--- src/rtl/sp_ram_arb_pkg.sv ---
// Shared types and constants for the sp_ram_arbiter controller.
// Optional feature macro used by this codebase slice: SP_RAM_ARB_PRIO_EN.
package sp_ram_arb_pkg;

  typedef enum logic {
    INIT = 1'b0,
    RUN  = 1'b1
  } state_e;

  typedef logic port_id_t;

  localparam int unsigned RAM_SIZE_DEFAULT = 32768;
  localparam int unsigned WORD_COUNT       = RAM_SIZE_DEFAULT / 4;
  localparam logic [3:0]  BE_ALL           = 4'hF;

  // Number of 32-bit words in a RAM of the given byte size.
  function automatic int unsigned word_count(input int unsigned ram_size);
    return ram_size / 4;
  endfunction

endpackage

--- src/rtl/sp_ram_arb_rr.sv ---
// Two-requester grant logic for sp_ram_arbiter: round-robin by default, or fixed
// priority for port 0 with a port-1 starvation counter when SP_RAM_ARB_PRIO_EN is defined.
module sp_ram_arb_rr
  import sp_ram_arb_pkg::*;
#(
  parameter int unsigned MAX_WAIT = 4
) (
  input  logic       clk,
  input  logic       rst_i,
  input  logic       en,
  input  logic [1:0] req,
  output logic [1:0] gnt
);

  logic p1_wins;

`ifdef SP_RAM_ARB_PRIO_EN
  localparam logic [2:0] MaxWait = 3'(MAX_WAIT);

  logic [2:0] wait_q, wait_d;

  // Port 1 only wins a contested cycle once it has waited MAX_WAIT cycles.
  assign p1_wins = (wait_q >= MaxWait);

  always_comb begin
    wait_d = wait_q;
    if (gnt[1]) begin
      wait_d = '0;
    end else if (en && req[1] && !p1_wins) begin
      wait_d = wait_q + 3'd1;
    end
  end

  always_ff @(posedge clk or posedge rst_i) begin
    if (rst_i) begin
      wait_q <= '0;
    end else begin
      wait_q <= wait_d;
    end
  end
`else
  // ptr_q names the port favoured on the next contested cycle.
  port_id_t ptr_q, ptr_d;

  assign p1_wins = ptr_q;

  always_comb begin
    ptr_d = ptr_q;
    if (gnt[0]) begin
      ptr_d = 1'b1;
    end else if (gnt[1]) begin
      ptr_d = 1'b0;
    end
  end

  always_ff @(posedge clk or posedge rst_i) begin
    if (rst_i) begin
      ptr_q <= 1'b0;
    end else begin
      ptr_q <= ptr_d;
    end
  end
`endif

  always_comb begin
    gnt = '0;
    if (en) begin
      unique case (req)
        2'b01:   gnt = 2'b01;
        2'b10:   gnt = 2'b10;
        2'b11:   gnt = p1_wins ? 2'b10 : 2'b01;
        default: gnt = '0;
      endcase
    end
  end

endmodule

--- src/rtl/sp_ram_arbiter.sv ---
// Controller sharing one single-port RAM between two req/gnt/rvalid requesters, with
// optional zero-fill after reset. Arbitration mode selected by SP_RAM_ARB_PRIO_EN.
module sp_ram_arbiter
  import sp_ram_arb_pkg::*;
#(
  parameter int unsigned RAM_SIZE       = 32768,
  parameter int unsigned ADDR_WIDTH     = $clog2(RAM_SIZE),
  parameter int unsigned DATA_WIDTH     = 32,
  parameter int unsigned CLEAR_ON_RESET = 1,
  parameter int unsigned MAX_WAIT       = 4
) (
  input  logic                  clk,
  input  logic                  rst_i,
  output logic                  init_done_o,

  input  logic                  p0_req_i,
  output logic                  p0_gnt_o,
  input  logic [ADDR_WIDTH-1:0] p0_addr_i,
  input  logic                  p0_we_i,
  input  logic [3:0]            p0_be_i,
  input  logic [DATA_WIDTH-1:0] p0_wdata_i,
  output logic                  p0_rvalid_o,
  output logic [DATA_WIDTH-1:0] p0_rdata_o,

  input  logic                  p1_req_i,
  output logic                  p1_gnt_o,
  input  logic [ADDR_WIDTH-1:0] p1_addr_i,
  input  logic                  p1_we_i,
  input  logic [3:0]            p1_be_i,
  input  logic [DATA_WIDTH-1:0] p1_wdata_i,
  output logic                  p1_rvalid_o,
  output logic [DATA_WIDTH-1:0] p1_rdata_o,

  output logic                  mem_en_o,
  output logic [ADDR_WIDTH-1:0] mem_addr_o,
  output logic                  mem_we_o,
  output logic [3:0]            mem_be_o,
  output logic [DATA_WIDTH-1:0] mem_wdata_o,
  input  logic [DATA_WIDTH-1:0] mem_rdata_i
);

  localparam int unsigned NumWords   = word_count(RAM_SIZE);
  localparam int unsigned CntWidth   = ADDR_WIDTH - 2;
  localparam state_e      ResetState = (CLEAR_ON_RESET != 0) ? INIT : RUN;
  localparam logic [CntWidth-1:0] LastWord = CntWidth'(NumWords - 1);

  state_e              state_q, state_d;
  logic [CntWidth-1:0] cnt_q, cnt_d;
  logic                done_q, done_d;
  logic [1:0]          rvalid_q;
  logic [1:0]          gnt;
  logic                run_en;

  // Init/run sequencing
  always_comb begin
    state_d = state_q;
    cnt_d   = cnt_q;
    done_d  = done_q;
    unique case (state_q)
      INIT: begin
        cnt_d = cnt_q + CntWidth'(1);
        if (cnt_q == LastWord) begin
          state_d = RUN;
          done_d  = 1'b1;
          cnt_d   = '0;
        end
      end
      RUN: begin
        state_d = RUN;
      end
      default: begin
        state_d = ResetState;
      end
    endcase
  end

  always_ff @(posedge clk or posedge rst_i) begin
    if (rst_i) begin
      state_q <= ResetState;
      cnt_q   <= '0;
      done_q  <= (ResetState == RUN);
    end else begin
      state_q <= state_d;
      cnt_q   <= cnt_d;
      done_q  <= done_d;
    end
  end

  assign init_done_o = done_q;

  // Grants are suppressed while reset is held so every port output reads zero.
  assign run_en = (state_q == RUN) && !rst_i;

  sp_ram_arb_rr #(
    .MAX_WAIT (MAX_WAIT)
  ) u_rr (
    .clk   (clk),
    .rst_i (rst_i),
    .en    (run_en),
    .req   ({p1_req_i, p0_req_i}),
    .gnt   (gnt)
  );

  assign p0_gnt_o = gnt[0];
  assign p1_gnt_o = gnt[1];

  // RAM request mux: fill pattern during INIT, else the granted port.
  always_comb begin
    mem_en_o    = 1'b0;
    mem_addr_o  = p0_addr_i;
    mem_we_o    = p0_we_i;
    mem_be_o    = p0_be_i;
    mem_wdata_o = p0_wdata_i;
    if (rst_i) begin
      mem_addr_o  = '0;
      mem_we_o    = 1'b0;
      mem_be_o    = '0;
      mem_wdata_o = '0;
    end else if (state_q == INIT) begin
      mem_en_o    = 1'b1;
      mem_addr_o  = {cnt_q, 2'b00};
      mem_we_o    = 1'b1;
      mem_be_o    = BE_ALL;
      mem_wdata_o = '0;
    end else if (gnt[1]) begin
      mem_en_o    = 1'b1;
      mem_addr_o  = p1_addr_i;
      mem_we_o    = p1_we_i;
      mem_be_o    = p1_be_i;
      mem_wdata_o = p1_wdata_i;
    end else if (gnt[0]) begin
      mem_en_o    = 1'b1;
    end
  end

  // Response pipeline matches the RAM's single-cycle read latency.
  always_ff @(posedge clk or posedge rst_i) begin
    if (rst_i) begin
      rvalid_q <= '0;
    end else begin
      rvalid_q <= gnt;
    end
  end

  assign p0_rvalid_o = rvalid_q[0];
  assign p1_rvalid_o = rvalid_q[1];
  assign p0_rdata_o  = rvalid_q[0] ? mem_rdata_i : '0;
  assign p1_rdata_o  = rvalid_q[1] ? mem_rdata_i : '0;

endmodule
--- config.mk ---
export PLATFORM = sky130hd
export DESIGN_NAME = sp_ram_arbiter
export DESIGN_NICKNAME = d
export VERILOG_FILES = /design/src/rtl/sp_ram_arb_pkg.sv /design/src/rtl/sp_ram_arb_rr.sv /design/src/rtl/sp_ram_arbiter.sv
export SDC_FILE = /design/constraint.sdc
export NUM_CORES = 1
export LEC_CHECK = 0
export BUFFER_PORTS_ARGS = -buffer_cell sky130_fd_sc_hd__buf_4
export CAP_MARGIN = 20
export CORE_AREA = 2 2 102 104
export DETAILED_ROUTE_END_ITERATION = 6
export DIE_AREA = 0 0 104 106
export MAX_ROUTING_LAYER = met4
export PLACE_DENSITY = 0.56
export SLEW_MARGIN = 0
export SYNTH_ARGS = -nofsm -noshare
export SYNTH_HDL_FRONTEND = slang
export SYNTH_SLANG_ARGS = --single-unit
--- constraint.sdc ---
create_clock -name clk -period 2 [get_ports clk]
set_input_delay 0.4 -clock clk [delete_from_list [all_inputs] [get_ports clk]]
set_output_delay 0.4 -clock clk [all_outputs]
set_load 0.01 [all_outputs]
==> impl_metrics.tcl <==
set metrics [dict create \
    seqPwrFrac_pct 32.8 \
    fin_nets 736 \
    clockBufferDepth 2 \
    num_rows 37 \
    insertion_delay_ps 250 \
    coreArea_mm2 0.0100 \
    critPathKind "flop to primary output" \
    cp-start-kind "flop" \
    synth_seq_area_share_pct 21.4 \
    drc 0 \
    drt_wl_total_um 10900 \
    drt_iter0_drc 201 \
    violations "negative setup slack" \
    gp_congestion 0.855 \
    syn_area_mm2 0.00211 \
    relSlewSlack_pct 77.7 \
    die_h_um 106 \
    track_usage_pct 16.8 \
    hp-class "input port to asynchronous set/reset pin" \
    p_sw_uw 298 \
    swShare_pct 26.9 \
    p_int_uw 809 \
    max-vdd-ir-drop_uv 177 \
    finalSetupViolCount 34 \
    fin_area_mm2 0.00474 \
    drive_gt1_share_pct 58.6 \
    antenna_found_initial 0 \
    whs_ps 337 \
    fmax_ghz 0.479 \
    hold_viol 0 \
    endpoint_kind "primary output" \
    dpl_cell_area_mm2 0.00422 \
    start_util_pct 21.1 \
    wl_per_cell_um 14.9 \
    drv_cap 0 \
    cts.htree.levels 1 \
    fin_ws_ps -88.2 \
    die-width_um 104 \
    grt_pass1_wl_um 15100 \
    clk_pin_slew_ps 70 \
    syn2layout_area_growth_pct 125 \
    netlist_top_cells_area "dfrtp_1 (21%), nand2_1 (20%), and2_1 (19%)" \
    period_needed_ps 2090 \
    clockPowerShare_pct 27.0 \
    final_cell_mix "buf_4 (266), nand2_1 (99), and2_1 (65)" \
    yosys_warnings 0 \
    dp_cells 712 \
    ys_ff_latch 18 \
    final_cells 730 \
    cts.sinks 18 \
    postRouteAntennaNets 0 \
    final_common_cell "buf_4" \
    hpwl_um 7730 \
    vias 3321 \
    critical_path_required_ps 1600 \
    viasPerCell 4.55 \
    numCtsBuffers 3 \
    avgSynthCellArea_um2 6.32 \
    cts_tree "built" \
    fillers 1010 \
    ff2ff_setup_slack_ps 380 \
    io_buffer_count 261 \
    cp.arrival_ps 1690 \
    fin_crit_sh_pct 104 \
    maxSlewViolCount 0 \
    io_pins 262 \
    worst_pin_slew_ps 335 \
    path_max_fanout 7 \
    diodes 0 \
    cts-root-buf "clkbuf_8" \
    combPwrFrac_pct 40.2 \
    synth.largest_area_cell "dfrtp_1" \
    grt_setup_unrepaired "true" \
    p_per_area_mw_per_mm2 233 \
    power.leakage_uw 0.00247 \
    synth_top_area_share_pct 21.4 \
    overflow 0 \
    grt_max_degree 41 \
    synth.distinct_cells 32 \
    syn_nets 475 \
    skew_ps 3.05 \
    drtPass1Iterations 4 \
    status "finished with violations" \
    grt_pass1_vias 3029 \
    syn_inst 334 \
    die-area_mm2 0.0110 \
]
-- worst paths after layout --
path / from / endpoint / cells after the start
max: u_rr.p1_wins / mem_addr_o[3] / 7
min: rst_i / cnt_q[8] / 3
max reg2reg: cnt_q[0] / init_done_o / 5
min reg2reg: init_done_o / init_done_o / 1
max in group asynchronous: rst_i / state_q / 3
min in group clk: p0_req_i / rvalid_q[0] / 3
-- cell families (layout without fill, tap and decap cells) --
kind of cell,count (synthesis),after routing,share of synthesized area (%)
buffers and inverters,32,292,7.00
AO/OA/AOI/OAI,59,59,18.3
flip-flops,18,18,21.4
adder cells (fa/ha/maj),1,1,0.593
AND/OR/NAND/NOR,213,213,48.2
XOR/XNOR,11,11,4.57
-- synth_stat cells, drive strengths merged --
cell / number
nor2b: 1
xnor2: 4
inv: 4
o21ai: 3
nor2: 21
a21oi: 35
a311oi: 13
o22ai: 1
dfrtp: 18
nand2b: 1
xor2: 7
a21boi: 1
nand3: 2
and4b: 1
a31oi: 5
a31o: 1
and4: 1
nand4: 3
clkbuf: 12
nand2: 110
and2: 65
and3: 7
buf: 16
or2: 1
ha: 1
-- stage by stage --
step / setup WS [ps] / power, uW / utilization [%] / TNS [ps]
5_1_grt: -136 / 1180 / 47.4 / -4100
6_report: -88.2 / 1110 / 47.4 / -869
2_1_floorplan: 46.3 / 472 / - / 0
3_3_place_gp: 128 / 720 / 42.2 / 0
4_1_cts: -98.7 / 1050 / 43.6 / -2840
3_5_place_dp: 82.0 / 726 / 42.2 / 0
-- flip-flops by register name, summed over array words and instances, names as in the netlist --
name and count:
init_done_o 1, state_q 1, u_rr.p1_wins 1, cnt_q 13
rvalid_q 2
-- routing by layer --
metal	global-route usage [%]	part of all wire [%]	up-vias	wire length, um
met5	-	0	-	0
met4	3.57	1.7	0	180
met3	2.45	6.3	16	689
met2	31.7	53	176	5740
met1	18.7	39	1518	4270
li1	-	-	1611	-
-- critical path, stage by stage, from the launching register on --
cell      delay, ps
dfrtp_2         410
inv_2            60
a21boi_4        160
buf_12          150
buf_12          120
nand2_1          80
a311oi_2        270
buf_4           170
-- power by group through the flow --
| stage | Combinational [uW] | Clock (uW) | Sequential (uW) |
|---|---|---|---|
| after floorplan | 102 | 0 | 371 |
| after global placement | 349 | 0 | 371 |
| after detailed placement | 355 | 0 | 371 |
| after CTS | 376 | 308 | 364 |
| after global routing | 483 | 330 | 363 |
| final | 445 | 299 | 364 |
-- cell type report --
type	count	area, um2	area share (%)
clock buffer	4	55.1	1.16
sequential	18	453	9.55
multi-input combinational	284	1710	36.0
tap	136	170	3.59
timing repair buffer	284	2340	49.4
inverter	4	15.0	0.317
-- what timing repair did --
item | 4_1_cts | 5_1_grt
cloned | 2 | 8
gates resized for setup | 2 | 55
pin swaps | 0 | 7
buffers inserted | 0 | 4
hold buffers | 0 | 0
setup endpoints to repair | 17 | 54
Power figures use the tool's default switching activity.
